File: src/rtl/display_decoder_pkg.sv
`default_nettype none
// ============================================================================
// Module      : display_decoder_pkg
// Description : Shared 7-segment encodings and value types for the 0..19
//               display driver and its read-back decoder.
// Revision    : 1.0 - initial release
// ============================================================================
package display_decoder_pkg;

    // Segment pattern {g,f,e,d,c,b,a}, active-high
    typedef logic [6:0] seg7_t;
    // Recovered display value 0..19
    typedef logic [4:0] bcd_t;

    localparam seg7_t SEG_0     = 7'h3F;
    localparam seg7_t SEG_1     = 7'h06;
    localparam seg7_t SEG_2     = 7'h5B;
    localparam seg7_t SEG_3     = 7'h4F;
    localparam seg7_t SEG_4     = 7'h66;
    localparam seg7_t SEG_5     = 7'h6D;
    localparam seg7_t SEG_6     = 7'h7D;
    localparam seg7_t SEG_7     = 7'h07;
    localparam seg7_t SEG_8     = 7'h7F;
    localparam seg7_t SEG_9     = 7'h6F;
    localparam seg7_t SEG_BLANK = 7'h00;

    // Combine the tens indicator and a units digit into the 5-bit value.
    // Largest result is 19, so 5 bits never wrap.
    function automatic bcd_t make_value(input logic tens, input logic [3:0] digit);
        make_value = (tens ? 5'd10 : 5'd0) + {1'b0, digit};
    endfunction

endpackage
`default_nettype wire

File: src/rtl/display_decoder_19_seg7_to_digit.sv
`default_nettype none
// ============================================================================
// Module      : seg7_to_digit
// Description : Combinational map from a 7-segment pattern to a decimal
//               digit, with flags for legal digit and blank display.
// Revision    : 1.0 - initial release
// ============================================================================
module seg7_to_digit
    import display_decoder_pkg::*;
(
    input  logic [6:0] seg_i,
    output logic [3:0] digit_o,
    output logic       legal_o,
    output logic       blank_o
);

    // Pattern lookup; anything not a digit or blank is illegal
    always_comb begin
        digit_o = 4'd0;
        legal_o = 1'b1;
        blank_o = 1'b0;
        case (seg_i)
            SEG_0:     digit_o = 4'd0;
            SEG_1:     digit_o = 4'd1;
            SEG_2:     digit_o = 4'd2;
            SEG_3:     digit_o = 4'd3;
            SEG_4:     digit_o = 4'd4;
            SEG_5:     digit_o = 4'd5;
            SEG_6:     digit_o = 4'd6;
            SEG_7:     digit_o = 4'd7;
            SEG_8:     digit_o = 4'd8;
            SEG_9:     digit_o = 4'd9;
            SEG_BLANK: begin
                legal_o = 1'b0;
                blank_o = 1'b1;
            end
            default:   legal_o = 1'b0;
        endcase
    end

endmodule
`default_nettype wire

File: src/rtl/display_decoder_19.sv
`default_nettype none
// ============================================================================
// Module      : display_decoder_19
// Description : Reads a driven 0..19 seven-segment display back into binary.
//               Inputs are synchronized, must hold steady for STABLE_CYCLES
//               samples, and each stable pattern is accepted once. Result is
//               offered on a valid/ack handshake with error/overrun flags.
// Revision    : 1.0 - initial release
// ============================================================================
module display_decoder_19
    import display_decoder_pkg::*;
#(
    parameter int unsigned STABLE_CYCLES = 4
)(
    input  logic       CLK,
    input  logic       RST,
    input  logic [6:0] PORT_DISPLAY,
    input  logic       SET_ON_DISPLAY_DEC,
    input  logic       PORT_ACK,
    output logic [4:0] PORT_BCD,
    output logic       VALID,
    output logic       ERROR,
    output logic       OVERRUN
);

    // Count at which a pattern has been seen STABLE_CYCLES times in a row
    localparam logic [3:0] c_cnt_last = 4'(STABLE_CYCLES - 1);

    logic [7:0] sync1_q, sync2_q;
    logic [7:0] prev_q, prev_d;
    logic [3:0] cnt_q, cnt_d;
    logic       armed_q, armed_d;
    bcd_t       bcd_q, bcd_d;
    logic       valid_q, valid_d;
    logic       error_q, error_d;
    logic       overrun_q, overrun_d;

    logic [7:0] smp;
    logic       accept;
    logic [3:0] digit;
    logic       legal;
    logic       blank;

    assign smp = sync2_q;

    // Fires once per stable pattern; armed is re-enabled only by a change
    assign accept = (smp == prev_q) && (cnt_q == c_cnt_last) && armed_q;

    seg7_to_digit u_seg7_to_digit (
        .seg_i   (prev_q[6:0]),
        .digit_o (digit),
        .legal_o (legal),
        .blank_o (blank)
    );

    // Two-flop synchronizer on {tens, segments}
    always_ff @(posedge CLK or posedge RST) begin
        if (RST) begin
            sync1_q <= 8'd0;
            sync2_q <= 8'd0;
        end else begin
            sync1_q <= {SET_ON_DISPLAY_DEC, PORT_DISPLAY};
            sync2_q <= sync1_q;
        end
    end

    // Stability tracker next state: restart on change, saturate the count
    always_comb begin
        prev_d  = prev_q;
        cnt_d   = cnt_q;
        armed_d = armed_q;
        if (smp != prev_q) begin
            prev_d  = smp;
            cnt_d   = 4'd0;
            armed_d = 1'b1;
        end else begin
            if (cnt_q < c_cnt_last) begin
                cnt_d = cnt_q + 4'd1;
            end
            if (accept) begin
                armed_d = 1'b0;
            end
        end
    end

    // Output/handshake next state; a legal accept overrides a same-cycle ack
    always_comb begin
        bcd_d     = bcd_q;
        valid_d   = valid_q;
        error_d   = error_q;
        overrun_d = overrun_q;
        if (PORT_ACK && valid_q) begin
            valid_d   = 1'b0;
            overrun_d = 1'b0;
        end
        if (accept) begin
            if (legal) begin
                bcd_d     = make_value(prev_q[7], digit);
                valid_d   = 1'b1;
                error_d   = 1'b0;
                overrun_d = valid_q && !PORT_ACK;
            end else if (blank && !prev_q[7]) begin
                error_d = 1'b0;
            end else begin
                error_d = 1'b1;
            end
        end
    end

    // State registers for tracker and outputs
    always_ff @(posedge CLK or posedge RST) begin
        if (RST) begin
            prev_q    <= 8'd0;
            cnt_q     <= 4'd0;
            armed_q   <= 1'b1;
            bcd_q     <= 5'd0;
            valid_q   <= 1'b0;
            error_q   <= 1'b0;
            overrun_q <= 1'b0;
        end else begin
            prev_q    <= prev_d;
            cnt_q     <= cnt_d;
            armed_q   <= armed_d;
            bcd_q     <= bcd_d;
            valid_q   <= valid_d;
            error_q   <= error_d;
            overrun_q <= overrun_d;
        end
    end

    assign PORT_BCD = bcd_q;
    assign VALID    = valid_q;
    assign ERROR    = error_q;
    assign OVERRUN  = overrun_q;

endmodule
`default_nettype wire

File: config.mk
export PLATFORM = sky130hd
export DESIGN_NAME = display_decoder_19
export DESIGN_NICKNAME = d
export VERILOG_FILES = /design/src/rtl/display_decoder_pkg.sv /design/src/rtl/display_decoder_19_seg7_to_digit.sv /design/src/rtl/display_decoder_19.sv
export SDC_FILE = /design/constraint.sdc
export NUM_CORES = 1
export LEC_CHECK = 0
export CAP_MARGIN = 20
export CORE_UTILIZATION = 55
export DETAILED_ROUTE_END_ITERATION = 6
export PLACE_DENSITY = 0.82
export SETUP_SLACK_MARGIN = 0.05
export SLEW_MARGIN = 40
export SYNTH_ARGS = -nofsm -noshare
export SYNTH_HDL_FRONTEND = slang
export SYNTH_HIERARCHICAL = 1
export SYNTH_SLANG_ARGS = --single-unit
File: constraint.sdc
create_clock -name CLK -period 3.7 [get_ports CLK]
set_clock_uncertainty 0.05 [all_clocks]
set_input_delay 0.925 -clock CLK [delete_from_list [all_inputs] [get_ports CLK]]
set_output_delay 0.925 -clock CLK [all_outputs]
set_load 0.01 [all_outputs]
==> run metrics, run 1 <==
status=finished, final reports clean; Ports=19; area grow syn2layout=17.2%; synth unique cells=35; Pwr Total=763 µW; Synth Area in Compound Gates=7.00%; CP Class=reg -> reg; Setup TNS=0 ps; combinational power share=5.3%; largest family of logic cells by synthesized area=simple AND/OR/NAND/NOR gates; antenna violations before repair=0; Clock Sinks=37; Setup crit start kind=flip-flop; Antenna Nets Post-Route=0; fin worst setup slack=1390 ps; register area share after synthesis=61.0%; Worst slew margin=65.3%; Longest Clk Path Bufs=2; vias in the first global route=923; Post-CTS Setup Bufs=0; top-count cell post-synth=dfrtp_1; sw frac=21.6%; max-slew violation count=0; layout cells sized above 1=14.9%; Clock transition at path regs=120 ps; routed via count=948; Initial Util=59.7%; total CTS buffers=5; mux contribution to synthesized area=6.67%; nets=148; worst skew pair latency=340 ps; Synth async-reset ratio=100%; largest net degree at the start of global routing=38; hold_buf cts=0; Iteration-0 DRC Markers=21; #FFs+latches synth=37; Internal=598 µW; Avg Cell Area, Syn=13.0 µm²; Post-Synthesis Cells=117; Synthesized Nets=132; GRT Util Overall=20.3%; Core Rows=18; number of synthesized flops with an enable pin=0; mapped cell area=1520 µm²; Req. time, crit path=3870 ps; final hold violation count=0; Congestion Overflow GR=0; final setup vio count=0; placed cells=156; period utilization=62.5%; Pwr Density=428 nW/µm²; IO buf count=18; Synth area leader=dfrtp_1; Root Buffer=clkbuf_4; Clk pwr share=38.1%; Die Y=54.6 µm; Synth Area in XOR/XNOR=6.34%; leakage power=0.000807 µW; CTS tree=yes; ranking of synthesized cells by area=dfrtp_1 (59%), xor2_1 (5.8%), mux2_4 (4.0%); Multi-input gate area=526 µm²; Max Cap Violations=0; RSZ-0062 raised after global routing=no; H-tree lvl count=2; non-filler cells, final=164; Vias/cell=5.78; adder-cell share of the synthesized area=3.29%; minimum clock period=2310 ps; final wirelength=2.40 mm; commonest cells in the netlist=dfrtp_1 (36), xor2_1 (10), clkbuf_1 (8), nand2_1 (6), nor2_1 (5); DR WL/cell=14.6 µm; register area=927 µm²; GP Congestion=0.986; Synth Area in Simple Gates=11.3%; Peak VDD IR=0.428 mV; Max Fclk=432 MHz; top cell type's share of synthesized area=59.3%; Worst-Margin Slew=516 ps; Die ar.=2980 µm²; prevailing post-synth register cell=dfrtp_1; Core Area=2540 µm²; First-pass DRT Iterations=4; CP Max Fanout=9; hold slack=292 ps; diode count=0; Chip Width=54.6 µm; worst path arrival time=2480 ps; CTS-repair resized insts=0; first-pass GRT wire length=3.93 mm; class of the worst hold path=reg -> reg; drt drc=0; P_sw=165 µW; CP Capture Type=flip-flop; Syn. warnings=6; dpl ws=1440 ps; placed wire-length estimate=1.74 mm; Flop pwr share=56.5%; # fillers=181
-- cell type report --
| cell class | instances | area share (%) |
|---|---|---|
| well taps | 30 | 2.11 |
| flip-flops and latches | 37 | 52.0 |
| repair buffers | 19 | 10.5 |
| clock inverters | 2 | 2.11 |
| inverters | 4 | 0.843 |
| multi-input cells | 66 | 29.5 |
| clock buffers | 6 | 2.88 |
-- cells in the final DEF, fill, tap and decap left out, types with 2 or more instances in the layout --
master | Yosys | routed
a21oi_1 | 2 | 2
a21o_1 | 2 | 2
o2111ai_1 | 2 | 2
nand2_1 | 6 | 6
nor2_1 | 5 | 5
mux2i_1 | 3 | 3
clkdlybuf4s50_1 | 0 | 18
nand3_1 | 2 | 2
dfrtp_1 | 36 | 36
nand2b_1 | 2 | 2
nor4_1 | 3 | 3
xor2_1 | 10 | 10
nor4_2 | 2 | 2
and3_2 | 2 | 2
inv_1 | 4 | 4
mux2_4 | 4 | 4
clkbuf_4 | 0 | 5
o21ai_0 | 2 | 2
ha_1 | 4 | 4
-- logic make-up (layout without fill, tap and decap cells) --
| family | after synthesis | count (layout) |
|---|---|---|
| compound gates | 14 | 14 |
| mux | 8 | 8 |
| flops | 37 | 37 |
| xor+xnor | 11 | 11 |
| simple gates | 29 | 29 |
| buf+inv | 14 | 31 |
| fa+ha+maj | 4 | 4 |
-- worst max-delay path: stages, from the launching register on --
cell	delay [ps]
dfrtp_1	490
or2_1	280
nand2b_1	160
o21ai_0	190
a311o_1	250
and4_1	440
mux2_4	340
-- power groups by stage --
stage          registers (µW)  clock network, µW  logic (µW)
2_1_floorplan             435                  0        28.3
3_3_place_gp              438                  0        39.3
6_report                  431                291        40.8
3_5_place_dp              439                  0        41.2
4_1_cts                   431                300        41.5
5_1_grt                   434                320        46.0
-- sequential cells by signal, summed over array words and instances (netlist names) --
| name | flops |
|---|---|
| smp | 8 |
| OVERRUN | 1 |
| VALID | 1 |
| cnt_q | 4 |
| prev_q | 8 |
| sync1_q | 8 |
| armed_q | 1 |
| ERROR | 1 |
| PORT_BCD | 5 |
-- through the flow --
stage	instance area (µm²)	utilization [%]
final	1780	70.0
after floorplan	1520	-
after detailed placement	1690	66.5
after global placement	1690	66.5
after CTS	1780	70.0
after global routing	1780	70.0
-- layer usage --
metal | global-route usage, % | vias to the layer above | part of all wire [%] | wire length [µm]
met4 | 10.7 | 0 | 2.7 | 65
li1 | - | 440 | - | -
met5 | 0 | - | 0 | 0
met1 | 21.1 | 458 | 42 | 1010
met2 | 33.5 | 42 | 50 | 1190
met3 | 10.0 | 8 | 5.8 | 139
-- path summary, 6_finish.rpt --
kind	start	end	slack [ps]	cells after the start
min in group asynchronous	RST	PORT_BCD[0]$_DFFE_PP0P_	920	3
min reg2reg	sync1_q[5]$_DFF_PP0_	smp[5]$_DFF_PP0_	290	0
max in group asynchronous	RST	armed_q$_DFFE_PP1P_	2330	3
max	prev_q[5]$_DFFE_PP0P_	PORT_BCD[1]$_DFFE_PP0P_	1390	6
min	sync1_q[5]$_DFF_PP0_	smp[5]$_DFF_PP0_	290	0
max reg2reg	prev_q[5]$_DFFE_PP0P_	PORT_BCD[1]$_DFFE_PP0P_	1390	6
Power figures use the tool's default switching activity.
==> run 2: changes to the inputs <==
--- a/config.mk
+++ b/config.mk
@@ -6,9 +6,9 @@
 export NUM_CORES = 1
 export LEC_CHECK = 0
 export CAP_MARGIN = 20
-export CORE_UTILIZATION = 55
+export CORE_UTILIZATION = 53
 export DETAILED_ROUTE_END_ITERATION = 6
-export PLACE_DENSITY = 0.82
+export PLACE_DENSITY = 0.8
 export SETUP_SLACK_MARGIN = 0.05
 export SLEW_MARGIN = 40
 export SYNTH_ARGS = -nofsm -noshare
==> constraint.sdc (replaced) <==
create_clock -name CLK -period 2.2 [get_ports CLK]
set_clock_uncertainty 0.05 [all_clocks]
set_input_delay 0.55 -clock CLK [delete_from_list [all_inputs] [get_ports CLK]]
set_output_delay 0.55 -clock CLK [all_outputs]
set_load 0.01 [all_outputs]
==> run 2 against run 1 <==
Combinational power increased by 96%. Sequential power increased by 68%. Utilization decreased by 2.5 points. Routed wire length increased by 2.3%. Power increased by 68%. Non-clock buffer count increased by 7. Critical endpoint is now PORT_BCD[0]$_DFFE_PP0P_. Highest routed layer unchanged.
==> run metrics, run 2 (same netlist as run 1, synthesis figures left out) <==
slowest CP cell=dfrtp_2; minimum clock period=2060 ps; Core Area=2730 µm²; GRT met2 Usage=28.9%; routing usage on met1=22.3%; Chip Width=55.6 µm; diode count=0; Die Y=55.6 µm; Design Area, Final=1840 µm²; commonest non-fill, non-tap cells in the layout=dfrtp_1 (31), clkdlybuf4s50_1 (18), xor2_1 (10); CP Max Fanout=8; antenna violations before repair=0; final setup vio count=0; drt drc=0; Initial Util=55.6%; total CTS buffers=5; area grow syn2layout=21.3%; class of the worst hold path=reg -> reg; first-pass GRT wire length=4.18 mm; Congestion Overflow GR=0; FF-to-FF End=PORT_BCD[0]$_DFFE_PP0P_; Min-Delay Startpoint=sync1_q[4]$_DFF_PP0_; Largest stage delay, worst path=470 ps; R2R setup slack=140 ps; Max Cap Violations=0; max-slew violation count=0; CTS tree=yes; Ports=19; status=finished, final reports clean; placed wire-length estimate=1.70 mm; Longest Clk Path Bufs=2; First-pass DRT Iterations=4; placed cells=161; Max Fclk=485 MHz; leakage power=0.000837 µW; vias in the first global route=946; worst reg-to-reg path cell count=6; GRT Util Overall=18.1%; routed via count=965; CP top delay family=simple AND/OR/NAND/NOR gates; reg2reg start=prev_q[5]$_DFFE_PP0P_; Antenna Nets Post-Route=0; Worst-Margin Slew=446 ps; Die ar.=3090 µm²; layout cells sized above 1=24.1%; Iteration-0 DRC Markers=24; Worst slew margin=70.3%; final wirelength=2.46 mm; Req. time, crit path=2390 ps; CP Cell Sequence=or2_1 > nand2b_1 > o21ai_0 > a311o_1 > and4_4 > mux2_4; GP Congestion=0.821; final hold violation count=0; Clock transition at path regs=110 ps; CP Capture Type=flip-flop; DR WL/cell=14.3 µm; worst hold stages=0; period utilization=93.8%; Pwr Density=694 nW/µm²; H-tree lvl count=2; commonest non-fill, non-tap cell in the layout=dfrtp_1; worst skew pair latency=350 ps; gr busiest metal=met2; Vias/cell=5.61; GR Util met3=6.56%; worst path arrival time=2250 ps; Endpoint, Worst Hold=smp[4]$_DFF_PP0_; Area after DPL=1720 µm²; CP Class=reg -> reg; Setup crit start kind=flip-flop; Peak VDD IR=0.668 mV; Buf/Inv on CP=0; Clock Sinks=37; IO buf count=18; largest net degree at the start of global routing=38; nets=155; non-filler cells, final=172; RSZ-0062 raised after global routing=no; Core Rows=19; Root Buffer=clkbuf_4
## run 2: metal layers
| metal | up-vias | routed length (µm) |
|---|---|---|
| met5 | - | 0 |
| met4 | 0 | 70 |
| met3 | 8 | 135 |
| met2 | 37 | 1210 |
| met1 | 470 | 1040 |
| li1 | 450 | - |
## run 2: worst max-delay path by stage
stage / from / slack [ps] / cells after the start / to
after global placement: prev_q[5]$_DFFE_PP0P_ / 80 / 6 / PORT_BCD[0]$_DFFE_PP0P_
after floorplan: prev_q[5]$_DFFE_PP0P_ / 190 / 8 / PORT_BCD[0]$_DFFE_PP0P_
after detailed placement: prev_q[5]$_DFFE_PP0P_ / -7 / 6 / PORT_BCD[0]$_DFFE_PP0P_
after CTS: prev_q[2]$_DFFE_PP0P_ / 110 / 8 / PORT_BCD[3]$_DFFE_PP0P_
after global routing: prev_q[5]$_DFFE_PP0P_ / 40 / 6 / PORT_BCD[0]$_DFFE_PP0P_
final: prev_q[5]$_DFFE_PP0P_ / 140 / 6 / PORT_BCD[0]$_DFFE_PP0P_
## run 2: layout make-up
class                   instances  area (µm²)
flip-flops and latches         37         933
fillers                       189         890
multi-input cells              66         533
repair buffers                 26         240
clock inverters                 3        46.3
well taps                      31        38.8
clock buffers                   5        37.5
inverters                       4        15.0
## run 2: power breakdown
| group | internal [µW] | switching, µW | total, µW |
|---|---|---|---|
| logic | 41.4 | 38.7 | 80.1 |
| clock network | 240 | 234 | 475 |
| registers | 703 | 22.0 | 725 |
| total | 985 | 295 | 1280 |
## run 2: worst register-to-register path, stage by stage (launching register included)
cell      delay, ps
dfrtp_2         470
or2_1           270
nand2b_1        160
o21ai_0         170
a311o_1         230
and4_4          300
mux2_4          310
## run 2: through the flow
stage | hold WS, ps | TNS [ps] | total power (µW) | setup slack, ps | util, %
after global placement | 283 | 0 | 807 | 77.3 | 63.1
final | 311 | 0 | 1280 | 137 | 67.5
after detailed placement | 288 | -17.5 | 813 | -7.27 | 63.1
after CTS | 314 | 0 | 1290 | 109 | 66.3
after floorplan | 281 | 0 | 779 | 194 | -
after global routing | 316 | 0 | 1330 | 39.3 | 67.5
## run 2: repair_timing
item | CTS | global route
resized for setup | 3 | 5
hold buffers | 0 | 0
buffers inserted | 0 | 3
pin swaps | 0 | 1
endpoints found under the setup margin | 4 | 5
